File: config.mk
export PLATFORM = sky130hd
export DESIGN_NAME = xor_logic_serial
export DESIGN_NICKNAME = d
export VERILOG_FILES = /design/src/rtl/xor_logic_serial.sv
export SDC_FILE = /design/constraint.sdc
export NUM_CORES = 1
export LEC_CHECK = 0
export CORE_AREA = 3 3 148 150
export DETAILED_ROUTE_END_ITERATION = 7
export DIE_AREA = 0 0 151 153
export DONT_BUFFER_PORTS = 1
export GPL_TIMING_DRIVEN = 0
export PLACE_DENSITY = 0.72
export SYNTH_ARGS = -nofsm -noshare
export SYNTH_HDL_FRONTEND = slang
export SYNTH_SLANG_ARGS = --single-unit
File: constraint.sdc
create_clock -name clk -period 2.6 [get_ports clk]
set_input_delay 0 -clock clk [delete_from_list [all_inputs] [get_ports clk]]
set_output_delay 0 -clock clk [all_outputs]
set_load 0.02 [all_outputs]
File: src/rtl/xor_logic_serial.sv
// xor_logic_serial: multi-cycle bitwise logic unit (XOR/AND/OR/XNOR).
// The operands are processed SLICE bits per clock, LSB slice first. The result
// and the flags are returned over a valid/ready handshake.
//
// Ports:
//   clk, rst_n          clock; synchronous active-low reset
//   in_valid, in_ready  operand handshake (in_ready high only in IDLE)
//   op                  00 XOR, 01 AND, 10 OR, 11 XNOR
//   in1, in2            WIDTH-bit operands
//   out_valid, out_ready result handshake
//   out                 WIDTH-bit result, held until the next result completes
//   ZF, SF, OF_FLAG     zero, sign, overflow (overflow is always 0)
module xor_logic_serial #(
    parameter int unsigned WIDTH = 64,
    parameter int unsigned SLICE = 16
) (
    input  logic             clk,
    input  logic             rst_n,
    input  logic             in_valid,
    output logic             in_ready,
    input  logic [1:0]       op,
    input  logic [WIDTH-1:0] in1,
    input  logic [WIDTH-1:0] in2,
    output logic             out_valid,
    input  logic             out_ready,
    output logic [WIDTH-1:0] out,
    output logic             ZF,
    output logic             SF,
    output logic             OF_FLAG
);

    localparam int unsigned NSLICE = WIDTH / SLICE;
    localparam int unsigned KW     = (NSLICE > 1) ? $clog2(NSLICE) : 1;

    typedef enum logic [1:0] {
        IDLE = 2'd0,
        RUN  = 2'd1,
        DONE = 2'd2
    } state_t;

    state_t           state;
    state_t           state_next;

    logic [KW-1:0]    k;
    logic [1:0]       op_q;
    logic [WIDTH-1:0] a_q;
    logic [WIDTH-1:0] b_q;
    logic [WIDTH-1:0] acc;
    logic             zero_q;

    logic [SLICE-1:0] a_s_c;
    logic [SLICE-1:0] b_s_c;
    logic [SLICE-1:0] slice_c;
    logic [WIDTH-1:0] acc_c;
    logic             last_c;
    logic             accept_c;
    logic             step_c;
    logic             finish_c;
    logic             take_c;

    // Current slice of both operands, the op applied to it, and the accumulator
    // with that slice merged in (used directly for the final result load).
    always_comb begin
        a_s_c   = SLICE'(a_q >> (32'(k) * SLICE));
        b_s_c   = SLICE'(b_q >> (32'(k) * SLICE));
        slice_c = '0;
        case (op_q)
            2'b00:   slice_c = a_s_c ^ b_s_c;
            2'b01:   slice_c = a_s_c & b_s_c;
            2'b10:   slice_c = a_s_c | b_s_c;
            default: slice_c = ~(a_s_c ^ b_s_c);
        endcase
        acc_c  = acc | (WIDTH'(slice_c) << (32'(k) * SLICE));
        last_c = (k == KW'(NSLICE - 1));
    end

    // State register.
    always_ff @(posedge clk) begin
        if (!rst_n) begin
            state <= IDLE;
        end else begin
            state <= state_next;
        end
    end

    // Next-state and datapath strobes.
    always_comb begin
        state_next = state;
        accept_c   = 1'b0;
        step_c     = 1'b0;
        finish_c   = 1'b0;
        take_c     = 1'b0;
        case (state)
            IDLE: begin
                if (in_valid) begin
                    accept_c   = 1'b1;
                    state_next = RUN;
                end
            end
            RUN: begin
                step_c = 1'b1;
                if (last_c) begin
                    finish_c   = 1'b1;
                    state_next = DONE;
                end
            end
            DONE: begin
                if (out_ready) begin
                    take_c     = 1'b1;
                    state_next = IDLE;
                end
            end
            default: state_next = IDLE;
        endcase
    end

    // Operand capture, slice iteration and result/flag registers.
    always_ff @(posedge clk) begin
        if (!rst_n) begin
            in_ready  <= 1'b1;
            k         <= '0;
            op_q      <= '0;
            a_q       <= '0;
            b_q       <= '0;
            acc       <= '0;
            zero_q    <= 1'b1;
            out_valid <= 1'b0;
            out       <= '0;
            ZF        <= 1'b0;
            SF        <= 1'b0;
            OF_FLAG   <= 1'b0;
        end else begin
            in_ready <= (state_next == IDLE);
            OF_FLAG  <= 1'b0;
            if (accept_c) begin
                op_q   <= op;
                a_q    <= in1;
                b_q    <= in2;
                k      <= '0;
                acc    <= '0;
                zero_q <= 1'b1;
            end
            if (step_c) begin
                acc    <= acc_c;
                zero_q <= zero_q & (slice_c == '0);
                k      <= last_c ? '0 : k + KW'(1);
            end
            // Result and flags update only as a complete word.
            if (finish_c) begin
                out       <= acc_c;
                ZF        <= zero_q & (slice_c == '0);
                SF        <= acc_c[WIDTH-1];
                out_valid <= 1'b1;
            end else if (take_c) begin
                out_valid <= 1'b0;
            end
        end
    end

endmodule

# Word level (Yosys, flattened, before mapping)
# Cells that the tools add are included.
[word_totals]
register_bits = 267
latch_bits = 0
ramBits = 0
rom_bits = 0
input_bits = 134
out_inout_bits = 69
word_cells = 54
memories = 0
[op_classes]
n_addsub = 1
multipliers = 0
div = 0
order_cmp = 0
eq_ne = 5
n_shift = 3
mux = 21
n_bitwise = 6
reduce_logical = 6
[op_table]
columns = ["op", "n"]
rows = [
  ["64-bit 2-to-1 mux", 2],
  ["64-bit by 6-bit right shift with 16-bit output", 2],
  ["64-bit bitwise OR", 1],
  ["16-bit by 6-bit << shifter with 64-bit output", 1],
  ["16-bit one-hot mux with 3 select lines", 1],
  ["16-bit bitwise AND", 1],
  ["16-bit logical NOT", 1],
  ["16-bit NOT", 1],
  ["16-bit bitwise OR", 1],
  ["16-bit bitwise XOR", 1],
  ["2-bit 2-to-1 mux", 6],
  ["1-bit 2-to-1 mux", 11],
  ["2-bit equality test (second input constant)", 3],
  ["2-bit logical NOT", 3],
  ["2-bit one-hot mux with 3 select lines", 1],
  ["2-bit by 1-bit equality test with 1-bit output (second input constant)", 2],
  ["2-bit nonzero test", 2],
  ["2-bit by 1-bit adder with 2-bit output (second input constant)", 1],
  ["1-bit bitwise AND", 1],
]

# Longest topological paths before layout
[logic_depth]
word_depth = 7
depth_mapped = 10
mapped_depth_nobuf = 8

# Worst setup path after synthesis
# No wires, ideal clock.
[synth_path]
kind = "register to register"
start = "register k[0]"
end = "register ZF"
t_arrival_ps = 2598
setup_slack_ps = -131
stages_incl_launch_ff = 11
path_cell_list = "dfxtp_1 > buf_2 > buf_2 > mux4_2 > inv_1 > ha_1 > mux2_2 > mux2i_1 > nor4_1 > nand4_1 > a21oi_1"
[synth_between]
elab_chain_len = 6
elab_cells_between_ends = 12
classes_between = "eq/ne (1); shift (2); mux (3); bitwise (5); reduce/logical (1)"
[synth_lines]
columns = ["element", "line_no", "rtl"]
rows = [
  ["from (decl)", "44", "logic [KW-1:0] k;"],
  ["from (signal assigned)", "146", "k <= last_c ? '0 : k + KW'(1);"],
  ["64-bit by 6-bit right shift with 16-bit output, on equally long branches", "64, 65", ""],
  ["16-bit bitwise XOR", "68, 71", ""],
  ["16-bit NOT", "71", "default: slice_c = ~(a_s_c ^ b_s_c);"],
  ["16-bit one-hot mux with 3 select lines", "67", "case (op_q)"],
  ["16-bit logical NOT", "151", "ZF <= zero_q & (slice_c == '0);"],
  ["1-bit bitwise AND", "151", ""],
  ["to (signal assigned)", "151", ""],
  ["to (decl)", "27", "output logic ZF,"],
]
# Parallel ways exist; a longest one is shown, timed or not.
# A chain may end at the register's enable or synchronous reset.

# Worst setup path after layout
# Ends and elaborated chain as after synthesis.

==> results.json <==
{
  "arrival_ns": 3.43,
  "globalRouteOverflowTotal": 0,
  "fp.dieW_um": 151,
  "synth_cells": 1268,
  "clock-skew-final_ns": 0.0136,
  "first_pass_iters": 6,
  "max_stage_delay_ns": 0.61,
  "period_minus_slack_ns": 2.96,
  "core-area_mm2": 0.0208,
  "ys_seq_elements": 266,
  "numCtsBuffers": 27,
  "path_delay_family": "multiplexers",
  "antenna_found_initial": 0,
  "netlist_area_mm2": 0.0113,
  "drc": 0,
  "cts_num_sinks": 266,
  "grt_setup_unrepaired": "true",
  "drv_slew": 0,
  "drive_above_1_share": 0.222,
  "syn-num-nets": 1435,
  "place_inst": 1543,
  "max_cap_viol_count": 0,
  "ctsLongestPathBuffers": 3,
  "synth_top_area_frac": 0.469,
  "fin_crit_sh": 1.14,
  "yosysTopAreaCell": "dfxtp_1",
  "globalplace.congestion": 0.856,
  "io_buffers": 0,
  "power.density_mw_per_mm2": 666,
  "netlist_top_cells_area": "dfxtp_1 47%, nand2_1 8.8%, a21boi_0 8.7%, a21oi_1 7.9%, mux4_2 6.3%",
  "num_vias": 11148,
  "critPathSlowestCell": "mux4_2",
  "nFillCells": 1209,
  "cp.buffers_inverters": 4,
  "grt_pass1_vias": 10653,
  "min-delay-start": "in1[35]",
  "grtUsageTotal": 0.312,
  "viasPerCell": 6.24,
  "clk_latency_ns": 0.55,
  "setup_violations": 96,
  "initial_core_util": 0.545,
  "area_growth_pct": 39.3,
  "critPathKind": "register to register",
  "detail-route-antenna-nets": 0,
  "worstMarginPinSlew_ns": 1.11,
  "drtIter0Drc": 1150,
  "leakage_nw": 5.76,
  "max_freq_ghz": 0.338,
  "yosysSeqAreaShare": 0.469,
  "die-height_um": 153,
  "finalSetupTns_ns": -8.04,
  "stdcell_count": 1786,
  "cts_tree": "done",
  "ios": 203,
  "syn_area_per_cell_um2": 8.95,
  "worst_ep_required_time_ns": 3.08,
  "critPathMostFrequentCell": "buf_12",
  "status": "finished with violations",
  "critical_path.startpoint_type": "register",
  "violations": "negative setup slack",
  "grt_max_degree": 14,
  "finalHoldViolations": 0,
  "routed_wl_mm": 42.3,
  "hp-class": "primary input to register",
  "row_count": 53,
  "root_buffer": "clkbuf_16",
  "path_max_fanout": 5,
  "wl_per_cell_um": 23.7,
  "grt_pass1_wl_mm": 56.7,
  "timing.rr.start": "k[0]",
  "design_area_mm2": 0.0158,
  "vdd.ir_drop.worst_uv": 522,
  "yosysWarnings": 0,
  "dp_hpwl_mm": 22.7,
  "die-area_mm2": 0.0231,
  "ctsHtreeMaxLevel": 1,
  "placed_area_mm2": 0.0117,
  "synth_cell_types": 36,
  "n_antenna_cell": 0,
  "clkTransAtPathRegs_ns": 0.07,
  "worst_setup_path_end_kind": "register",
  "cp-startpoint": "k[0]",
  "slew_headroom": 0.259,
  "setup_ws_ns": -0.356,
  "fin_nets": 1661,
  "crit_chain": "buf_12 -> buf_12 -> mux4_2 -> inv_2 -> ha_4 -> mux2i_2 -> mux2i_4 -> buf_6 -> nor4_4 -> nand4_1 -> a21oi_1",
  "total_power_mw": 10.5
}
[path summary, 6_finish.rpt]
path / end / cells after the start / slack [ns]
min: a_q[35] / 3 / 0.16
max reg2reg: ZF / 11 / -0.36
min reg2reg: a_q[2] / 2 / 0.46
max: ZF / 11 / -0.36
[cell usage in the layout, fill, tap and decap left out, types with 3 or more instances in the layout]
master         instances
inv_1                  3
dlygate4sd3_1        140
nor2b_1                4
buf_2                 13
inv_2                 30
a21oi_2               54
a21oi_4                9
a21oi_1              116
clkbuf_8               5
dfxtp_1              265
mux2i_2               11
buf_4                 19
mux2i_1                3
ha_4                  16
mux2_4                13
clkbuf_16             30
mux4_2                32
bufinv_16              3
buf_12                14
clkbuf_1              69
a31oi_4               12
a31oi_1                4
nand2_1              265
mux2i_4               19
ha_1                  17
o21ai_0               67
buf_1                  8
clkinv_2               5
and2_1                 4
buf_6                 34
a21boi_0             131
nor2_1                67
[power breakdown]
part	switching (mW)	total [mW]	leakage [nW]	internal (mW)
logic	1.18	2.21	3.15	1.03
registers	0.0939	4.31	2.16	4.22
clock network	1.68	4.01	0.440	2.34
total	2.95	10.5	5.76	7.58
[state kept, by name, summed over array words and instances (netlist names)]
register	count
out	64
k	2
acc	64
ZF	1
zero_q	1
state	2
a_q	64
out_valid	1
b_q	64
in_ready	1
op_q	2
[per-layer routing]
layer,part of all wire,global-route usage,up-vias
met5,0,0,-
met4,0.066,0.144,0
met3,0.099,0.0626,239
met2,0.48,0.521,830
met1,0.36,0.387,5297
li1,-,-,4782
[logic make-up (layout without fill, tap and decap cells)]
kind of cell,count (synthesis),in the layout,share of synthesized area
and+or+nand+nor,354,354,0.123
buffers and inverters,137,379,0.0525
muxes,79,80,0.111
AOI/OAI and AO/OA,398,398,0.208
DFF,266,266,0.469
other,1,1,0.000330
adders and majority gates,33,33,0.0364
[Yosys cell counts]
master     count
nand2_1      265
inv_1         33
a2111oi_2      1
mux2_1         1
ha_1          33
nor2_1        68
nand2b_1       1
nor4_1         3
nor3b_1        1
buf_4          3
and2_1         4
buf_1         10
nor2b_1        4
mux2i_1       18
and3_1         1
mux2i_2       14
buf_6          2
buf_2         18
nand3b_1       1
o21ai_0       67
nand3_1        1
conb_1         1
a21oi_1      179
o21ai_1        1
dfxtp_1      266
nor3_1         2
nand4_1        1
nand3b_4       1
o21a_1         2
mux2_2        14
buf_12         2
and2_0         1
a31oi_1       17
mux4_2        32
a21boi_0     131
clkbuf_1      69
[what timing repair did]
item,CTS,global route
buffers inserted,33,25
cloned,2,3
pin swaps,7,86
hold buffers,140,0
endpoints found under the hold margin,135,0
gates resized for setup,75,189
setup endpoints to repair,130,125
[metrics by stage]
stage	hold slack (ns)	util	setup slack, ns
2_1_floorplan	0.145	-	0.0161
3_3_place_gp	0.149	0.562	-0.723
3_5_place_dp	0.155	0.562	-0.766
4_1_cts	0.137	0.708	-0.0848
5_1_grt	0.155	0.759	-0.375
6_report	0.156	0.759	-0.356
[worst reg2reg max path, cell delays in order, from the launching register on]
cell and delay, ns:
dfxtp_4 0.39, buf_12 0.16, buf_12 0.15, mux4_2 0.61, inv_2 0.14, ha_4 0.22, mux2i_2 0.28, mux2i_4 0.13
buf_6 0.15, nor4_4 0.26, nand4_1 0.23, a21oi_1 0.18
[area by class of cell]
type                            instances  area [um2]  area share
Clock buffer                           36         759      0.0480
Multi-Input combinational cell        866        6450       0.408
Buffer                                104         573      0.0362
Clock inverter                         10         131     0.00831
Tap cell                              275         344      0.0218
Timing Repair Buffer                  196        2100       0.133
Sequential cell                       266        5330       0.337
Inverter                               33         124     0.00783
Power figures use the tool's default switching activity.
